<file path="config.mk">
export PLATFORM = sky130hd
export DESIGN_NAME = fp_bcd_converter
export DESIGN_NICKNAME = d
export VERILOG_FILES = /design/src/rtl/fp_bcd_pkg.sv /design/src/rtl/fp_bcd_converter_dabble.sv /design/src/rtl/fp_bcd_converter.sv
export SDC_FILE = /design/constraint.sdc
export NUM_CORES = 2
export LEC_CHECK = 0
export CAP_MARGIN = 15
export CORE_ASPECT_RATIO = 0.6
export CORE_MARGIN = 3
export CORE_UTILIZATION = 50
export CTS_BUF_LIST = sky130_fd_sc_hd__clkbuf_4 sky130_fd_sc_hd__clkbuf_8
export CTS_CLUSTER_SIZE = 10
export DETAILED_ROUTE_END_ITERATION = 16
export GPL_TIMING_DRIVEN = 0
export PLACE_DENSITY = 0.78
export SLEW_MARGIN = 20
export SYNTH_ARGS = -nofsm -noshare
export SYNTH_HDL_FRONTEND = slang
export SYNTH_HIERARCHICAL = 1
export SYNTH_SLANG_ARGS = --single-unit
</file>
<file path="constraint.sdc">
create_clock -name clk -period 43.4 [get_ports clk]
set_input_delay 4.34 -clock clk [delete_from_list [all_inputs] [get_ports clk]]
set_output_delay 4.34 -clock clk [all_outputs]
set_load 0.01 [all_outputs]
</file>
<file path="src/rtl/fp_bcd_pkg.sv">
// ---------------------------------------------------------------------------
// fp_bcd_pkg
// Shared widths and constants for the fixed-point <-> BCD converter, plus
// the BCD digit helpers used by the top level.
//   BCD word : 12 packed digits, [47:24] integer, [23:0] fraction, MS first
//   BIN word : unsigned Q20.20, [39:20] integer, [19:0] fraction
// ---------------------------------------------------------------------------
package fp_bcd_pkg;

    localparam int INT_DIGITS  = 6;
    localparam int FRAC_DIGITS = 6;
    localparam int FRAC_BITS   = 20;
    localparam int BIN_W       = 40;
    localparam int BCD_W       = 48;
    localparam int HALF_W      = 4 * FRAC_DIGITS;   // one 6-digit BCD half
    localparam int PROD_W      = 40;                // scaled fraction products

    localparam logic [PROD_W-1:0]    DEC_SCALE = 40'd1000000;  // 10^6
    localparam logic [FRAC_BITS-1:0] INT_MAX   = 20'd999999;
    localparam logic [BCD_W-1:0]     BCD_SAT   = 48'h999999999999;

    // Horner evaluation of a 6-digit BCD half: acc = acc*10 + digit.
    // Result fits 20 bits for legal digits; illegal digits are masked by
    // the caller through bcd_bad_digit().
    function automatic logic [FRAC_BITS-1:0] bcd6_to_bin(input logic [HALF_W-1:0] digits);
        logic [FRAC_BITS-1:0] acc;
        acc = '0;
        for (int i = INT_DIGITS - 1; i >= 0; i--) begin
            acc = FRAC_BITS'(acc * FRAC_BITS'(10)) + FRAC_BITS'(digits[4*i +: 4]);
        end
        return acc;
    endfunction

    function automatic logic bcd_bad_digit(input logic [BCD_W-1:0] digits);
        logic bad;
        bad = 1'b0;
        for (int i = 0; i < INT_DIGITS + FRAC_DIGITS; i++) begin
            if (digits[4*i +: 4] > 4'd9) bad = 1'b1;
        end
        return bad;
    endfunction

endpackage

</file>
<file path="src/rtl/fp_bcd_converter_dabble.sv">
// ---------------------------------------------------------------------------
// bin_to_bcd_digits
// Combinational 20-bit binary to 6-digit BCD (double-dabble / shift-add-3).
//   i_bin : binary value, meaningful range 0..999999
//   o_bcd : 6 packed BCD digits, MS digit at [23:20]
// Inputs above 999999 lose their seventh digit; the caller saturates.
// ---------------------------------------------------------------------------
module bin_to_bcd_digits
    import fp_bcd_pkg::*;
(
    input  logic [FRAC_BITS-1:0] i_bin,
    output logic [HALF_W-1:0]    o_bcd
);

    logic [HALF_W-1:0] w_bcd;

    always_comb begin
        // NOTE: every variable assigned in always_comb gets a value up front,
        // so no path can leave it unassigned and infer a latch.
        w_bcd = '0;
        for (int i = FRAC_BITS - 1; i >= 0; i--) begin
            // Pre-correct any digit >= 5 so the following shift carries into
            // the next decade instead of producing a code of 10..15.
            for (int d = 0; d < INT_DIGITS; d++) begin
                if (w_bcd[4*d +: 4] >= 4'd5) w_bcd[4*d +: 4] = w_bcd[4*d +: 4] + 4'd3;
            end
            w_bcd = {w_bcd[HALF_W-2:0], i_bin[i]};
        end
    end

    assign o_bcd = w_bcd;

endmodule

</file>
<file path="src/rtl/fp_bcd_converter.sv">
// ---------------------------------------------------------------------------
// fp_bcd_converter
// Converts 12-digit fixed-point BCD to unsigned Q20.20 and, independently,
// Q20.20 to 12-digit BCD. Both directions are combinational; only the
// outputs are registered, giving a fixed one-cycle latency.
//   clk       : rising-edge clock
//   rst       : synchronous active-high reset
//   in_valid  : bcd_in / bin_in qualify this cycle
//   bcd_in    : 6.6 packed BCD digits
//   bin_in    : Q20.20 unsigned
//   out_valid : registered results valid
//   bin_out   : Q20.20 of bcd_in (0 when bcd_err)
//   bcd_out   : BCD of bin_in (all nines when bcd_ovf)
//   bcd_err   : bcd_in held a digit above 9
//   bcd_ovf   : bin_in integer part above 999999
// ---------------------------------------------------------------------------
module fp_bcd_converter
    import fp_bcd_pkg::*;
(
    input  logic             clk,
    input  logic             rst,
    input  logic             in_valid,
    input  logic [BCD_W-1:0] bcd_in,
    input  logic [BIN_W-1:0] bin_in,
    output logic             out_valid,
    output logic [BIN_W-1:0] bin_out,
    output logic [BCD_W-1:0] bcd_out,
    output logic             bcd_err,
    output logic             bcd_ovf
);

    // ---------------- BCD -> binary ----------------
    logic [FRAC_BITS-1:0] w_int_bin;
    logic [FRAC_BITS-1:0] w_frac_dec;
    logic [PROD_W-1:0]    w_frac_scaled;
    logic [FRAC_BITS-1:0] w_frac_bin;
    logic                 w_bcd_err;
    logic [BIN_W-1:0]     w_bin_next;

    assign w_int_bin     = bcd6_to_bin(bcd_in[BCD_W-1:HALF_W]);
    assign w_frac_dec    = bcd6_to_bin(bcd_in[HALF_W-1:0]);
    // F * 2^20 / 10^6, truncating; the 40-bit product cannot overflow.
    assign w_frac_scaled = {w_frac_dec, {FRAC_BITS{1'b0}}};
    assign w_frac_bin    = FRAC_BITS'(w_frac_scaled / DEC_SCALE);
    assign w_bcd_err     = bcd_bad_digit(bcd_in);
    assign w_bin_next    = w_bcd_err ? '0 : {w_int_bin, w_frac_bin};

    // ---------------- binary -> BCD ----------------
    logic [PROD_W-1:0]    w_frac_prod;
    logic [FRAC_BITS-1:0] w_frac_dec_out;
    logic [HALF_W-1:0]    w_int_bcd;
    logic [HALF_W-1:0]    w_frac_bcd;
    logic                 w_bcd_ovf;
    logic [BCD_W-1:0]     w_bcd_next;

    // frac * 10^6 / 2^20, truncating; result is always <= 999999.
    assign w_frac_prod    = PROD_W'(bin_in[FRAC_BITS-1:0]) * DEC_SCALE;
    assign w_frac_dec_out = FRAC_BITS'(w_frac_prod >> FRAC_BITS);
    assign w_bcd_ovf      = bin_in[BIN_W-1:FRAC_BITS] > INT_MAX;

    bin_to_bcd_digits u_int_digits (
        .i_bin (bin_in[BIN_W-1:FRAC_BITS]),
        .o_bcd (w_int_bcd)
    );

    bin_to_bcd_digits u_frac_digits (
        .i_bin (w_frac_dec_out),
        .o_bcd (w_frac_bcd)
    );

    assign w_bcd_next = w_bcd_ovf ? BCD_SAT : {w_int_bcd, w_frac_bcd};

    // ---------------- output registers ----------------
    logic             r_out_valid;
    logic [BIN_W-1:0] r_bin_out;
    logic [BCD_W-1:0] r_bcd_out;
    logic             r_bcd_err;
    logic             r_bcd_ovf;

    // NOTE: clocked state uses non-blocking (<=) so all registers update
    // together from pre-edge values, matching the hardware.
    always_ff @(posedge clk) begin
        if (rst) begin
            r_out_valid <= 1'b0;
            r_bin_out   <= '0;
            r_bcd_out   <= '0;
            r_bcd_err   <= 1'b0;
            r_bcd_ovf   <= 1'b0;
        end else begin
            r_out_valid <= in_valid;
            // Data and flags only move on valid cycles, otherwise they hold.
            if (in_valid) begin
                r_bin_out <= w_bin_next;
                r_bcd_out <= w_bcd_next;
                r_bcd_err <= w_bcd_err;
                r_bcd_ovf <= w_bcd_ovf;
            end
        end
    end

    assign out_valid = r_out_valid;
    assign bin_out   = r_bin_out;
    assign bcd_out   = r_bcd_out;
    assign bcd_err   = r_bcd_err;
    assign bcd_ovf   = r_bcd_ovf;

endmodule

</file>
==> flow_summary_export.csv <==
group,metric,value,unit
layout,fillers,8919,
clock_network,cts_setup_buffers,0,
grt,grt_busiest_layer,"met1",
detailed_routing,dr.pass1.iters,8,
worst_setup_path,crit_slowest_cell,"a311oi_1",
min_path,hp-class,"flop to flop",
sta,tightest_slew,1.21,ns
clock_network,clockBufferDepth,2,
worst_setup_path,crit_path_frequent_cell,"ha_1",
worst_setup_path,cp.required,43.72,ns
synth,synth_cell_types,180,
grt,grt_overflow,0,
clock_network,cts_resized,0,
detailed_routing,route.detailed.drc,0,
sta,finalCritPeriodShare,95.6,%
sta,slew_headroom,19.0,%
synth,yosysWarnings,6,
die,ios,182,
synth,synth-edff-count,0,
sta,fin_crit,41.51,ns
flow_run,cap_violations,0,
clock_network,path_clk_slew,0.10,ns
die,core,94400,sq um
synth,ys_seq_area_share,3.81,%
clock_network,root_buffer,"clkbuf_8",
synth,syn_area,47800,sq um
die,die_height,245,um
layout,area_delta_synth_final,7.50,%
clock_network,postCtsHoldBufs,0,
grt,antenna_found_initial,1,
clock_network,cts_buffers,9,
worst_setup_path,slowest_delay,0.88,ns
grt,grt_first_pass_wirelength,249,mm
synth,async_flop_share,0,%
placement,gp_congestion,1.07,
clock_network,worstSkewPairLatency,0.42,ns
worst_setup_path,critPathLaunchType,"primary input",
die,die_w,405,um
synth,ys_ff_latch,91,
die,start_util,50.6,%
grt,use_met2,40.4,%
detailed_routing,routedWlPerCell,19.4,um
grt,grt_use_met1,45.6,%
die,design.die.area,99500,sq um
sta,finClkSkew,0,ns
synth,syn_inst,6531,
grt,grt_pass1_vias,47300,
synth,synth_flop_cell,"dfxtp_1",
grt,grtUsageTotal,29.4,%
run_status,outcome,"finished clean",
worst_setup_path,crit_fanout,10,
detailed_routing,wl,155,mm
die,rows,87,
synth,postSynthAreaPerCell,7.32,sq um
detailed_routing,dr.first_iter.drc_count,6999,
clock_network,cts_sinks,91,
worst_setup_path,critPathCaptureType,"flop",
detailed_routing,detail-route-antenna-nets,0,
sta,fmax,0.0241,GHz
layout,layout.nets,7338,
detailed_routing,via_per_inst,6.75,
layout,final_common_cell,"nor2_1",
sta,rsz0062_at_grt,"no",
sta,drv_slew,0,
placement,post-dp-hpwl,128,mm
layout,layout_common_cells,"578 x nor2_1, 505 x nand2_1, 429 x ha_1",
sta,setup_viol,0,
sta,tns,0,ns
worst_setup_path,arrival,41.83,ns
placement,portBuffers,179,
layout,drive_above_1_share,10.7,%
detailed_routing,via_count,53900,
grt,grt_max_degree,17,
sta,hold_viol_final,0,
clock_network,cts_tree,"built",
clock_network,cts_max_level,3,
grt,grt.met3_usage,6.54,%
worst_setup_path,worstSetupPathType,"primary input to flop",
==> worst max-delay path: cells and delay by family <==
kind,cells,cell delay (ns)
adders and majority gates,13,3.99
buffers and inverters,15,3.40
AOI/OAI and AO/OA,64,19.46
muxes,1,0.36
xor gates and xnor gates,12,3.57
and+or+nand+nor,23,6.63
==> synthesized netlist by cell type, drive strengths merged, types with 51 or more instances <==
cell type / count / area share (%)
nor2: 605 / 4.9
nand2: 515 / 4.1
o21ai: 451 / 4.9
ha: 429 / 11
a21oi: 426 / 4.9
inv: 361 / 2.9
xnor2: 301 / 5.8
nor3: 233 / 2.6
nand3: 219 / 2.5
clkbuf: 159 / 1.4
a211oi: 146 / 2.8
xor2: 132 / 2.5
buf: 123 / 2.1
o211ai: 123 / 2.1
a21o: 114 / 1.8
a31oi: 112 / 1.6
mux2i: 96 / 2.0
fa: 94 / 3.9
a22oi: 91 / 1.5
dfxtp: 91 / 3.8
o21a: 88 / 1.4
or2: 86 / 1.1
and2: 84 / 1.1
nor4: 81 / 1.3
nand4: 75 / 0.99
and3: 73 / 1.0
o31ai: 73 / 1.3
o21bai: 54 / 0.89
a221oi: 53 / 1.1
o22ai: 53 / 0.75
a211o: 51 / 0.96
nor2b: 51 / 0.67
==> per-stage QoR <==
step / hold WS, ns / utilization (%) / std cells / worst slack [ns] / cell area (sq um)
5_1_grt: 0.502 / 54.4 / 7976 / 0.296 / 51400
3_3_place_gp: 0.458 / 54.2 / 7957 / 3.47 / 51200
4_1_cts: 0.473 / 54.4 / 7975 / 3.45 / 51400
6_report: 0.475 / 54.4 / 7977 / 1.89 / 51400
3_5_place_dp: 0.459 / 54.2 / 7959 / 3.14 / 51200
2_1_floorplan: 0.486 / - / 6532 / 9.99 / 47800
==> final cells by class <==
cell class	instances	area, sq um	share of cell area (%)
Inverter	377	1430	2.77
Buffer	283	1670	3.26
Sequential cell	91	1820	3.55
Antenna cell	2	5.00	0.00974
Tap cell	1246	1560	3.03
Multi-Input combinational cell	5781	42900	83.5
Timing Repair Buffer	181	1800	3.51
Clock inverter	6	72.6	0.141
Clock buffer	10	138	0.268
==> cells by family (layout without fill, tap and decap cells) <==
group,Yosys count,count (layout),synth area share (%)
buffers and inverters,660,857,6.48
AND/OR/NAND/NOR,2224,2224,23.6
adder cells (fa/ha/maj),542,542,15.6
multiplexers,137,137,3.04
AO/OA/AOI/OAI,2435,2435,38.8
XOR/XNOR,441,441,8.69
flip-flops,91,91,3.81
other,1,4,0.00785
==> metal layers <==
metal | wire length (um) | vias up
li1 | - | 25500
met1 | 72900 | 25200
met2 | 59700 | 3073
met3 | 18700 | 153
met4 | 3270 | 0
met5 | 0 | -
==> sequential cells by signal, summed over array words and instances (netlist names) <==
name       flops
bcd_err        1
bcd_out       48
bin_out       40
bcd_ovf        1
out_valid      1
==> final timing paths <==
kind,depth (start not counted),start,slack (ns),end
setup / recovery,128,bcd_in[23],1.89,bin_out[0]
hold / removal,2,bin_out[4],0.47,bin_out[4]
setup reg to reg,7,bin_out[0],41.47,bin_out[0]
hold reg to reg,2,bin_out[4],0.47,bin_out[4]
Power is not shown: default switching activity piles up to over one toggle a cycle in this logic, so the estimate is an artifact.
